--- src/rtl/stream_width_upconv_if.sv ---
// stream_width_upconv_if: narrow input stream, wide output stream and fill level of the width up-converter
interface stream_width_upconv_if #(
  parameter int IN_WIDTH = 8,
  parameter int RATIO    = 4
);
  logic [IN_WIDTH-1:0]         in0_V_V_TDATA;
  logic                        in0_V_V_TVALID;
  logic                        in0_V_V_TREADY;
  logic [IN_WIDTH*RATIO-1:0]   out_V_V_TDATA;
  logic                        out_V_V_TVALID;
  logic                        out_V_V_TREADY;
  logic [$clog2(RATIO+1)-1:0]  fill;
  modport slave (
    input  in0_V_V_TDATA, in0_V_V_TVALID, out_V_V_TREADY,
    output in0_V_V_TREADY, out_V_V_TDATA, out_V_V_TVALID, fill
  );
  modport master (
    output in0_V_V_TDATA, in0_V_V_TVALID, out_V_V_TREADY,
    input  in0_V_V_TREADY, out_V_V_TDATA, out_V_V_TVALID, fill
  );
endinterface

--- src/rtl/stream_width_upconv.sv ---
// stream_width_upconv: packs RATIO input words into one output word, first-received word in the LSBs
module stream_width_upconv #(
  parameter int IN_WIDTH = 8,
  parameter int RATIO    = 4
) (
  input logic               ap_clk,
  input logic               ap_rst,
  stream_width_upconv_if.slave bus
);
  localparam int FW = $clog2(RATIO+1);
  localparam int AW = IN_WIDTH*(RATIO-1);
  localparam logic [FW-1:0] LAST = FW'(RATIO-1);
  logic [FW-1:0] idx;
  logic [AW-1:0] acc;
  logic          last;
  logic          in_xfer;
  assign last = idx == LAST;
  // only the completing word needs the output register, so earlier words flow under back-pressure
  assign bus.in0_V_V_TREADY = !last || !bus.out_V_V_TVALID || bus.out_V_V_TREADY;
  assign in_xfer = bus.in0_V_V_TVALID && bus.in0_V_V_TREADY;
  assign bus.fill = idx;
  always_ff @(posedge ap_clk) begin
    if (ap_rst) begin
      idx                <= '0;
      acc                <= '0;
      bus.out_V_V_TVALID <= 1'b0;
      bus.out_V_V_TDATA  <= '0;
    end else begin
      if (bus.out_V_V_TVALID && bus.out_V_V_TREADY) bus.out_V_V_TVALID <= 1'b0;
      if (in_xfer && last) begin
        bus.out_V_V_TDATA  <= {bus.in0_V_V_TDATA, acc};
        bus.out_V_V_TVALID <= 1'b1;
        idx                <= '0;
      end else if (in_xfer) begin
        acc[int'(idx)*IN_WIDTH +: IN_WIDTH] <= bus.in0_V_V_TDATA;
        idx                                 <= idx + 1'b1;
      end
    end
  end
endmodule

--- src/flat_wrapper.sv ---
// flat-port wrapper written by rule: the top's interface ports become plain ports
module stream_width_upconv_flat 
#(
  parameter int IN_WIDTH = 8,
  parameter int RATIO    = 4
)
  (ap_clk, ap_rst, bus_in0_V_V_TDATA, bus_in0_V_V_TVALID, bus_out_V_V_TREADY, bus_in0_V_V_TREADY, bus_out_V_V_TDATA, bus_out_V_V_TVALID, bus_fill);
  stream_width_upconv_if #(.IN_WIDTH(IN_WIDTH), .RATIO(RATIO)) bus_i ();
  input logic ap_clk;
  input logic ap_rst;
  input wire logic [$bits(bus_i.in0_V_V_TDATA)-1:0] bus_in0_V_V_TDATA;
  input wire logic [$bits(bus_i.in0_V_V_TVALID)-1:0] bus_in0_V_V_TVALID;
  input wire logic [$bits(bus_i.out_V_V_TREADY)-1:0] bus_out_V_V_TREADY;
  output wire logic [$bits(bus_i.in0_V_V_TREADY)-1:0] bus_in0_V_V_TREADY;
  output wire logic [$bits(bus_i.out_V_V_TDATA)-1:0] bus_out_V_V_TDATA;
  output wire logic [$bits(bus_i.out_V_V_TVALID)-1:0] bus_out_V_V_TVALID;
  output wire logic [$bits(bus_i.fill)-1:0] bus_fill;
  assign bus_i.in0_V_V_TDATA = bus_in0_V_V_TDATA;
  assign bus_i.in0_V_V_TVALID = bus_in0_V_V_TVALID;
  assign bus_i.out_V_V_TREADY = bus_out_V_V_TREADY;
  assign bus_in0_V_V_TREADY = bus_i.in0_V_V_TREADY;
  assign bus_out_V_V_TDATA = bus_i.out_V_V_TDATA;
  assign bus_out_V_V_TVALID = bus_i.out_V_V_TVALID;
  assign bus_fill = bus_i.fill;
  stream_width_upconv #(.IN_WIDTH(IN_WIDTH), .RATIO(RATIO)) u_core (.ap_clk(ap_clk), .ap_rst(ap_rst), .bus(bus_i));
endmodule
--- config.mk ---
export PLATFORM = sky130hd
export DESIGN_NAME = stream_width_upconv_flat
export DESIGN_NICKNAME = d
export VERILOG_FILES = /design/src/rtl/stream_width_upconv_if.sv /design/src/rtl/stream_width_upconv.sv /design/src/flat_wrapper.sv
export SDC_FILE = /design/constraint.sdc
export NUM_CORES = 1
export LEC_CHECK = 0
export BUFFER_PORTS_ARGS = -buffer_cell sky130_fd_sc_hd__buf_2
export CORE_UTILIZATION = 35
export DETAILED_ROUTE_END_ITERATION = 10
export SLEW_MARGIN = 10
export SYNTH_ARGS = -nofsm -noshare
export SYNTH_HDL_FRONTEND = slang
export SYNTH_SLANG_ARGS = --single-unit
--- constraint.sdc ---
create_clock -name ap_clk -period 5.8 [get_ports ap_clk]
set_clock_uncertainty 0.05 [all_clocks]
set_input_delay 0.87 -clock ap_clk [delete_from_list [all_inputs] [get_ports ap_clk]]
set_output_delay 0.87 -clock ap_clk [all_outputs]
set_load 0.03 [all_outputs]
==> results.toml <==
[logic_synthesis]
async_reset_ff_frac = 0
synth.largest_area_cell = "dfxtp_1"
yosys_warnings = 0
ys.flop_type = "dfxtp_1"
yosysSeqAreaShare = 0.479
synth_compound_area_frac = 0.145
synth_top_family_by_area = "simple AND/OR/NAND/NOR gates"
synth_top_area_share = 0.479
yosys.area_share.simple = 0.212
synth.area.top_cells = "dfxtp_1, mux2i_1, a21oi_1, o21ai_0, nand3_1"
syn_area_um2 = 2510
synth-seq-cells = 60
syn_area_per_cell_um2 = 9.40
synth_enable_flop_cells = 0
synth_cell_types = 27
synth_fa_ha_area_frac = 0.0200
synthXorXnorAreaFrac = 0
synth_fp_nets = 283
muxShareOfSynthArea = 0.0958
syn_inst = 267

[global_route]
grt_pass1_wl_mm = 9.18
track_usage = 0.161
grt_max_degree = 70
grt_pass1_vias = 1852
antenna_found_initial = 0
grt.overflow.total = 0

[finish]
syn_to_final_growth_pct = 20.8
final_core_util = 0.441
diodes = 0
drive_above_1_share = 0.267
multi_input_area_um2 = 1180
layout.nets = 322
ff_latch_area_um2 = 1200
fillers = 692

[sta]
drv_slew = 0
final.setup.tns_ns = 0
max_freq_mhz = 383
setup_violations = 0
grt_setup_unrepaired = "false"
relSlewSlack = 0.292
final_hold_viol_count = 0
tightest_slew_ns = 1.06
finalCriticalPeriod_ns = 2.61
finalCritPeriodShare = 0.450

[worst_setup_path]
slowest_stage = "dfxtp_1"
path_max_fanout = 7
reg2reg_depth = 5
cp_common_cell = "ha_1"
worst_r2r_endpoint = "u_core.bus.out_V_V_TDATA[20]$_SDFFE_PP0P_"
crit_required_ns = 4.88
reg2reg_slack_ns = 3.56
cp_data_arrival_time_ns = 1.69
reg2reg_from = "u_core.bus.fill[0]$_SDFFE_PP0N_"
worstSetupStartpointType = "flop"
crit_start = "u_core.bus.fill[0]$_SDFFE_PP0N_"
max_stage_delay_ns = 0.45
path_cells = "ha_1 > ha_1 > and3b_2 > inv_1 > buf_2"
crit_path_end_kind = "output pin"
critical_path_class = "reg2out"

[detailed_routing]
via_per_inst = 4.86
wirelength_mm = 5.59
firstDrtPassIters = 4
vias = 1979
avgRoutedWirePerCell_um = 13.7
drt-initial-drc-count = 149
drc = 0
final_antenna_net_count = 0

[run_status]
run_status = "completed"

[floorplanning]
pin_count = 49
die_h_um = 86.7
dieArea_um2 = 7510
die_w_um = 86.7
start_util = 0.365
core.rowCount = 30
core-area_um2 = 6870

[cts]
cts_tree = "built"
cts_buffer_depth = 2
cts_resized = 0
cts_root_buf = "clkbuf_8"
postCtsSetupBuffers = 0
cts.sinks = 60
postCtsHoldBufs = 0
path_clk_slew_ns = 0.07
htree_num_levels = 3
clock_latency_ns = 0.34
numCtsBuffers = 9

[worst_hold_path]
holdPathStages = 2
min_path_type = "reg2reg"
hold_end = "u_core.bus.out_V_V_TDATA[18]$_SDFFE_PP0P_"
hold_start = "u_core.acc[18]$_SDFFE_PP0P_"

[power_and_ir_drop]
peakVddDrop_uv = 178
p_leak_nw = 1.25
p_per_area_nw_per_um2 = 312
finalPower_uw = 946

[run]
cap_violations = 0

[placed_design]
place.gp.congestion = 0.697
hpwl_mm = 3.53
port_buffers = 48
-- report_power, final --
| group | switching [mW] | internal [mW] |
|---|---|---|
| Sequential | 0.00446 | 0.418 |
| Clock | 0.162 | 0.308 |
| Combinational | 0.0321 | 0.0209 |
| Total | 0.198 | 0.747 |
-- layout make-up --
| type | count | share of cell area |
|---|---|---|
| flip-flops and latches | 60 | 0.396 |
| repair buffers | 50 | 0.0842 |
| multi-input cells | 180 | 0.391 |
| clock inverters | 4 | 0.0314 |
| clock buffers | 12 | 0.0512 |
| well taps | 96 | 0.0396 |
| inverters | 5 | 0.00619 |
-- cell usage after synthesis (2+ instances only) --
cell and number:
or3_1 2, nand2b_1 18, nor2b_1 2, dfxtp_1 60, ha_1 4, inv_1 5, or2b_2 13, nand3_1 33
a21oi_1 35, o21ai_0 34, or2b_1 4, buf_2 3, clkbuf_1 16, mux2i_1 24, nor2_1 2
-- how the worst max path moves through the flow --
| stage | endpoint | slack (ns) | depth (start not counted) |
|---|---|---|---|
| 6_report | bus_in0_V_V_TREADY | 3.19 | 5 |
| 5_1_grt | bus_in0_V_V_TREADY | 3.08 | 5 |
| 4_1_cts | bus_in0_V_V_TREADY | 3.17 | 5 |
| 3_5_place_dp | bus_in0_V_V_TREADY | 3.44 | 4 |
| 3_3_place_gp | bus_in0_V_V_TREADY | 3.44 | 4 |
| 2_1_floorplan | bus_in0_V_V_TREADY | 3.53 | 4 |
-- placed cells by master, fill, tap and decap left out --
cell type and instances:
o221ai_1 1, nand2b_4 1, nor4bb_1 1, or4_4 1, o21ai_0 34, mux2i_1 24, or3_1 2, inv_1 5
nand3_1 33, a21oi_1 35, clkbuf_8 11, and2_2 1, dfxtp_1 60, bufinv_16 3, nand2b_1 18, or2b_1 4
o41ai_1 1, buf_4 2, nor4_4 1, ha_1 4, clkinv_2 1, nor2b_1 2, nand2_1 1, and3b_2 1
buf_2 48, nor2_1 2, clkbuf_1 1, or2b_2 13
-- worst max-delay path: cells and delay by family, from the launching register on --
kind                     cells  cell delay (ns)
buffers and inverters        2             0.21
flip-flops                   1             0.45
adder cells (fa/ha/maj)      2             0.45
AND/OR/NAND/NOR              1             0.26
-- flip-flops by register name (all words and copies together), names as in the netlist --
| name | cells |
|---|---|
| u_core.bus.out_V_V_TDATA | 32 |
| u_core.bus.fill | 3 |
| u_core.bus.out_V_V_TVALID | 1 |
| u_core.acc | 24 |
-- metrics by stage --
step,cells,hold slack (ns),instance area [um2],worst slack [ns]
5_1_grt,407,0.439,3030,3.08
4_1_cts,407,0.415,3030,3.17
3_3_place_gp,391,0.407,2780,3.44
6_report,407,0.409,3030,3.19
3_5_place_dp,391,0.405,2780,3.44
2_1_floorplan,267,0.389,2510,3.53
-- logic make-up after synthesis --
kind of cell    after synthesis
compound gates               71
fa+ha+maj                     4
buf+inv                      27
flops                        60
mux                          24
simple gates                 81
-- per-layer routing --
layer  wire length, um  GRT usage  up-vias
li1                  -          -     1009
met2              2420      0.234       45
met5                 0          0        -
met4               134     0.0985        0
met1              2760      0.214      914
met3               281     0.0400       11
No activity file was read; power rests on OpenSTA's default activity.
